===== src/rtl/scanner_receiver.sv =====
// scanner_receiver: receive end of the scanner serial link; oversamples clkIn/dataIn on clk and
// presents WIDTH-bit MSB-first words on a valid/ack handshake. Define SCANNER_RX_PARITY_EN for a trailing even-parity bit.
//
//  state | meaning
//  IDLE  | waiting for the first serial clock edge of a frame, ready=1
//  RECV  | collecting bits, timeout counter running, ready=1
//  FULL  | dataWord holds an unconsumed word, ready=0, edges ignored
//  ABORT | one-cycle frameErr pulse, partial frame discarded
module scanner_receiver #(
    parameter int WIDTH   = 8,
    parameter int TIMEOUT = 16
) (
    input  logic             clk,
    input  logic             rst,
    input  logic             clkIn,
    input  logic             dataIn,
    input  logic             ackIn,
    output logic             readyForTransferOut,
    output logic [WIDTH-1:0] dataWord,
    output logic             dataValid,
    output logic             frameErr,
    output logic [1:0]       ps
);

`ifdef SCANNER_RX_PARITY_EN
    localparam int PAR_BITS = 1;
`else
    localparam int PAR_BITS = 0;
`endif
    localparam int FRAME = WIDTH + PAR_BITS;
    localparam int CW    = $clog2(FRAME + 1);
    localparam int TW    = $clog2(TIMEOUT + 1);

    typedef enum logic [1:0] {
        IDLE  = 2'b00,
        RECV  = 2'b01,
        FULL  = 2'b10,
        ABORT = 2'b11
    } state_t;

    state_t           state;
    state_t           state_nx;
    logic             clk_s1;
    logic             clk_s2;
    logic             clk_h;
    logic             dat_s1;
    logic             dat_s2;
    logic             clk_rise;
    logic             sbit;
    logic [WIDTH-1:0] sr;
    logic [WIDTH-1:0] sr_shift;
    logic [WIDTH-1:0] word_cand;
    logic [CW-1:0]    cnt;
    logic [CW-1:0]    cnt_inc;
    logic [TW-1:0]    tcnt;
    logic             last_bit;
    logic             parity_ok;
    logic             timed_out;

    // Data travels through the same two flops as the clock so the bit lines up with its edge.
    always_ff @(posedge clk or negedge rst) begin
        if (!rst) begin
            clk_s1 <= 1'b0;
            clk_s2 <= 1'b0;
            clk_h  <= 1'b0;
            dat_s1 <= 1'b0;
            dat_s2 <= 1'b0;
        end else begin
            clk_s1 <= clkIn;
            clk_s2 <= clk_s1;
            clk_h  <= clk_s2;
            dat_s1 <= dataIn;
            dat_s2 <= dat_s1;
        end
    end

    assign clk_rise  = clk_s2 & ~clk_h;
    assign sbit      = dat_s2;
    assign cnt_inc   = cnt + CW'(1);
    assign last_bit  = (cnt_inc == CW'(FRAME));
    assign timed_out = (tcnt == TW'(TIMEOUT - 1));

    generate
        if (WIDTH == 1) begin : g_shift1
            assign sr_shift = sbit;
        end else begin : g_shiftn
            assign sr_shift = {sr[WIDTH-2:0], sbit};
        end
    endgenerate

`ifdef SCANNER_RX_PARITY_EN
    // The final serial bit is parity, so the word is already complete in sr.
    assign parity_ok = ~(^sr ^ sbit);
    assign word_cand = sr;
`else
    logic unused_msb;
    assign parity_ok  = 1'b1;
    assign word_cand  = sr_shift;
    assign unused_msb = sr[WIDTH-1];
`endif

    always_ff @(posedge clk or negedge rst) begin
        if (!rst) begin
            state <= IDLE;
        end else begin
            state <= state_nx;
        end
    end

    always_comb begin
        state_nx            = state;
        readyForTransferOut = 1'b1;
        dataValid           = 1'b0;
        frameErr            = 1'b0;
        case (state)
            IDLE: begin
                if (clk_rise) begin
                    if (last_bit) begin
                        state_nx = parity_ok ? FULL : ABORT;
                    end else begin
                        state_nx = RECV;
                    end
                end
            end
            RECV: begin
                if (clk_rise) begin
                    if (last_bit) begin
                        state_nx = parity_ok ? FULL : ABORT;
                    end
                end else if (timed_out) begin
                    state_nx = ABORT;
                end
            end
            FULL: begin
                readyForTransferOut = 1'b0;
                dataValid           = 1'b1;
                if (ackIn) begin
                    state_nx = IDLE;
                end
            end
            ABORT: begin
                frameErr = 1'b1;
                state_nx = IDLE;
            end
            default: begin
                state_nx = IDLE;
            end
        endcase
    end

    assign ps = state;

    // sr is zero whenever a frame starts, so IDLE can shift the first bit in like any other.
    always_ff @(posedge clk or negedge rst) begin
        if (!rst) begin
            sr       <= '0;
            cnt      <= '0;
            tcnt     <= '0;
            dataWord <= '0;
        end else begin
            case (state)
                IDLE, RECV: begin
                    if (clk_rise || (state == IDLE)) begin
                        tcnt <= '0;
                    end else if (tcnt != TW'(TIMEOUT)) begin
                        tcnt <= tcnt + TW'(1);
                    end
                    if (clk_rise) begin
                        if (last_bit) begin
                            sr  <= '0;
                            cnt <= '0;
                            if (parity_ok) begin
                                dataWord <= word_cand;
                            end
                        end else begin
                            sr  <= sr_shift;
                            cnt <= cnt_inc;
                        end
                    end
                end
                ABORT: begin
                    sr   <= '0;
                    cnt  <= '0;
                    tcnt <= '0;
                end
                default: begin
                    tcnt <= '0;
                end
            endcase
        end
    end

endmodule


===== config.mk =====
export PLATFORM = sky130hd
export DESIGN_NAME = scanner_receiver
export DESIGN_NICKNAME = d
export VERILOG_FILES = /design/src/rtl/scanner_receiver.sv
export SDC_FILE = /design/constraint.sdc
export NUM_CORES = 1
export LEC_CHECK = 0
export ABC_AREA = 1
export CAP_MARGIN = 10
export CORE_MARGIN = 1.5
export CORE_UTILIZATION = 49
export CTS_CLUSTER_DIAMETER = 40
export CTS_CLUSTER_SIZE = 20
export DETAILED_ROUTE_END_ITERATION = 10
export PLACE_DENSITY = 0.72
export SLEW_MARGIN = 20
export SYNTH_ARGS = -nofsm -noshare
export SYNTH_HDL_FRONTEND = slang
export SYNTH_SLANG_ARGS = --single-unit
export TNS_END_PERCENT = 5

===== constraint.sdc =====
create_clock -name clk -period 1.9 [get_ports clk]
set_input_delay 0.38 -clock clk [delete_from_list [all_inputs] [get_ports clk]]
set_output_delay 0.38 -clock clk [all_outputs]
set_load 0.05 [all_outputs]

======== After elaboration in Yosys (flattened, before gate mapping) ========
Index checks and enable logic that the tools add are counted.
W data, S select, Z words.
storage, ports and cells
  flip-flop bits (word level) ............. 31
  input bits .............................. 5
  output and inout port bits .............. 13
  logic and storage cells ................. 52
operators by class
  add/sub/neg operators ................... 2
  equality and inequality tests ........... 12
  multiplexer cells ....................... 19
  bitwise logic cells ..................... 2
  reductions and logical operators ........ 7
operators with widths
  operator               count
  $mux W5                3
  $mux W7                2
  $pmux W7 S2            1
  $mux W2                6
  $ne A3 B3 Y1 const B   3
  $mux W4                2
  $pmux W2 S4            1
  $pmux W4 S2            1
  $ne A2 B2 Y1 const B   3
  $add A5 B1 Y5 const B  1
  $eq A5 B4 Y1 const B   1
  $ne A5 B5 Y1 const B   1
  $add A4 B1 Y4 const B  1
  $eq A2 B2 Y1 const B   2
  $eq A4 B4 Y1 const B   1
  $reduce_and A4 Y1      1
  $mux W1                3
  $reduce_and A3 Y1      1
  $eq A2 B1 Y1 const B   1
  $logic_not A2 Y1       1
  $reduce_and A2 Y1      1
  $reduce_bool A2 Y1     1
  $reduce_or A2 Y1       1
  $and A1 B1 Y1          1
  other kinds (2)        2

======== Logic depth before layout (Yosys ltp) ========
  depth in word-level cells ............... 5
  depth in mapped cells ................... 11

======== Worst setup path before layout ========
No wires, ideal clock.
  path type ............................... reg-to-reg
  start point ............................. register state[1] (netlist: ps[1])
  end point ............................... register state[1] (netlist: ps[1])
  setup time .............................. 65 ps
  arrival time ............................ 2404 ps
  data required time ...................... 1835 ps
  setup slack ............................. -569 ps
  cell stages (with the launch flop) ...... 6
  path buffers ............................ 0
  period minus slack after synthesis ...... 2469 ps
  path through ............................ dfrtp_1 inv_1 nor2_1 inv_1 or2_2 nand2_1
on the way
  cells in the longest elaborated chain, start to end .. 3
  elaborated cells between the ends (all ways) .. 10
ends and longest elaborated chain
  what                                                    line  RTL
  start: declaration                                      41    state_t state;
  start signal: assignment                                106   state <= state_nx;
  $eq A2 B1 Y1, or another cell as far along              115   case (state)
  $ne A3 B3 Y1 (no line) or $ne A2 B2 Y1 (tied branches)  n/a
  $reduce_and A4 Y1 (no line)                             n/a
Several ways; a longest one is shown, not always the timed one.
A chain may end at the register's enable or synchronous reset.

======== Worst setup path in the final report ========
  start point ............................. register dataWord[1]
  end point ............................... output port dataWord[1]
RTL lines
  what                      line  RTL
  start: declaration        19    output logic [WIDTH-1:0] dataWord,
  start signal: assignment  173   dataWord <= word_cand;
No word-level cell between the ends.

==> results.json <==
{
  "yosysTopAreaCell": "dfrtp_1",
  "tritoncts": "yes",
  "final-setup-viol-count": 0,
  "cp-start-kind": "flip-flop",
  "totalWireLength_um": 2720,
  "grt_overflow": 0,
  "cpLargestDelayFamily": "buffers and inverters",
  "fin_crit_ps": 1850,
  "area_growth_pct": 19.1,
  "ys_seq_area_share_pct": 54.5,
  "ys_ff_latch": 31,
  "layout_setup_ws_ps": 47.9,
  "diodes": 0,
  "power.leakage_nw": 0.918,
  "synthesis.nets": 171,
  "die_x_um": 56.9,
  "placedCellCount": 209,
  "crit_path_max_incr_delay_ps": 800,
  "synth_area_per_cell_um2": 8.78,
  "place_ws_ps": 137,
  "synth_edf_count": 0,
  "cts_inserted_buffers": 5,
  "crit_chain": "clkdlybuf4s50_1",
  "synth_top_area_share_pct": 54.5,
  "start_util_pct": 51.6,
  "seqCellArea_um2": 777,
  "status": "finished, final reports clean",
  "cp.depth": 1,
  "fin_nets": 194,
  "cts.clk_slew.worst_paths_ps": 90,
  "cp_max_fo": 2,
  "h-tree-depth": 2,
  "crit_path_end_kind": "output port",
  "yosys_warnings": 0,
  "grt_max_degree": 32,
  "grt_pass1_wl_um": 4820,
  "tns_ps": 0,
  "fin_skew_ps": 9.15,
  "fin_crit_sh_pct": 97.5,
  "slew_headroom_pct": 66.4,
  "cts_sinks": 31,
  "core_area_um2": 2760,
  "antenna_found_initial": 0,
  "drt_iter0_drc": 58,
  "drive_gt1_share_pct": 12.4,
  "syn_inst": 162,
  "cp.required_ps": 1520,
  "rows": 19,
  "critPathSlowestCell": "clkdlybuf4s50_1",
  "fin_cells": 216,
  "ys.flop_type": "dfrtp_1",
  "num_io_pins": 18,
  "worstHoldPathCells": 0,
  "max_freq_mhz": 540,
  "cts-root-buf": "clkbuf_4",
  "wl_per_cell_um": 12.6,
  "path_class": "reg2out",
  "gp_congestion": 0.779,
  "cts_max_path_buffers": 2,
  "cp.arrival_ps": 1470,
  "antenna_left": 0,
  "drt_pass1_iterations": 4,
  "die_area_um2": 3240,
  "multiInputGateArea_um2": 551,
  "drv_cap": 0,
  "cellPowerDensity_nw_per_um2": 1170,
  "grt.total_usage_pct": 19.6,
  "peakVddDrop_mv": 0.728,
  "drc": 0,
  "worst_pin_slew_ps": 503,
  "synth.most_common_cell": "nand2_1",
  "crit_buf_inv": 1,
  "dp_hpwl_um": 1940,
  "clk_latency_ps": 320,
  "die_h_um": 56.9,
  "portBuffers": 17,
  "synth.area.top_cells": "dfrtp_1 55%, nand2_1 13%, nand3_1 7.4%",
  "viasPerCell": 5.27,
  "fillers": 235,
  "rsz0062_at_grt": "false",
  "async_flop_share_pct": 100,
  "slew_violations": 0,
  "grt_pass1_vias": 1162,
  "cts_setup_buffers": 0,
  "min_path_type": "reg2reg",
  "hold_viol_final": 0,
  "reg2regPathDepth": 5,
  "vias": 1139,
  "syn_area_um2": 1420,
  "synth_common_cells": "48 x nand2_1, 31 x dfrtp_1, 21 x nand3_1",
  "synth_cell_types": 18
}
layer usage:
metal / vias to the layer above / track usage (%) / wire, um
met5: - / 0 / 0
met4: 0 / 11.6 / 55
met3: 6 / 5.30 / 107
met2: 26 / 32.2 / 1320
met1: 535 / 22.8 / 1240
li1: 572 / - / -
state kept, by name (all words and copies together) (netlist names), 2 cells and up:
name      flops
ps            2
tcnt          5
cnt           4
dataWord      8
sr            7
cell usage in the layout, fill, tap and decap left out:
cell	n
nor3_1	1
clkbuf_1	2
clkbuf_4	5
ha_1	4
clkdlybuf4s50_1	7
o21ai_2	2
clkinv_1	1
nand3_4	1
o31ai_1	3
nand3_1	21
or2_2	1
inv_1	17
nor2_1	5
nor2_4	2
dfrtp_2	1
buf_4	9
buf_12	2
nand2_1	48
dfrtp_1	30
a21oi_1	6
dlymetal6s2s_1	3
nand4_1	4
o21ai_0	10
report_power, final:
group / total [W] / internal (W) / switching (W)
clock network: 0.000346 / 0.000139 / 0.000207
registers: 0.000949 / 0.000797 / 0.000152
logic: 0.000679 / 0.000245 / 0.000434
final timing paths:
kind	start	end	slack (ps)
max in group asynchronous	rst	ps[1]	1170
worst min-delay path	dat_s1	dat_s2	360
worst max-delay path	dataWord[1]	dataWord[1]	50
min in group asynchronous	rst	cnt[2]	430
worst min register to register	dat_s1	dat_s2	360
worst max register to register	ps[1]	cnt[3]	200
area by class of cell:
class / instances / share of cell area, %
clock buffer: 7 / 2.66
inverter: 18 / 3.99
multi-input combinational: 108 / 32.5
sequential: 31 / 45.9
tap: 31 / 2.29
timing repair buffer: 21 / 12.7
per-stage QoR:
step / utilization [%] / total power, W / hold WS [ps] / instance area, um^2
floorplan: - / 0.00141 / 84.4 / 1430
global placement: 59.1 / 0.00161 / 333 / 1630
detailed placement: 59.1 / 0.00164 / 344 / 1630
CTS: 60.7 / 0.00199 / 364 / 1670
global route: 61.4 / 0.00213 / 364 / 1690
finish: 61.4 / 0.00197 / 361 / 1690
repair_timing:
action | 4_1_cts | 5_1_grt
hold buffers | 0 | 0
gates resized for setup | 0 | 5
setup endpoints to repair | 0 | 11
kinds of logic (layout without fill, tap and decap cells):
group / Yosys count / in the layout / share of synthesized area, %
flip-flops: 31 / 31 / 54.5
adder cells (fa/ha/maj): 4 / 4 / 3.52
AO/OA/AOI/OAI: 21 / 21 / 8.44
buffers and inverters: 23 / 46 / 8.18
AND/OR/NAND/NOR: 83 / 83 / 25.3
(Power assumes the default switching activity.)
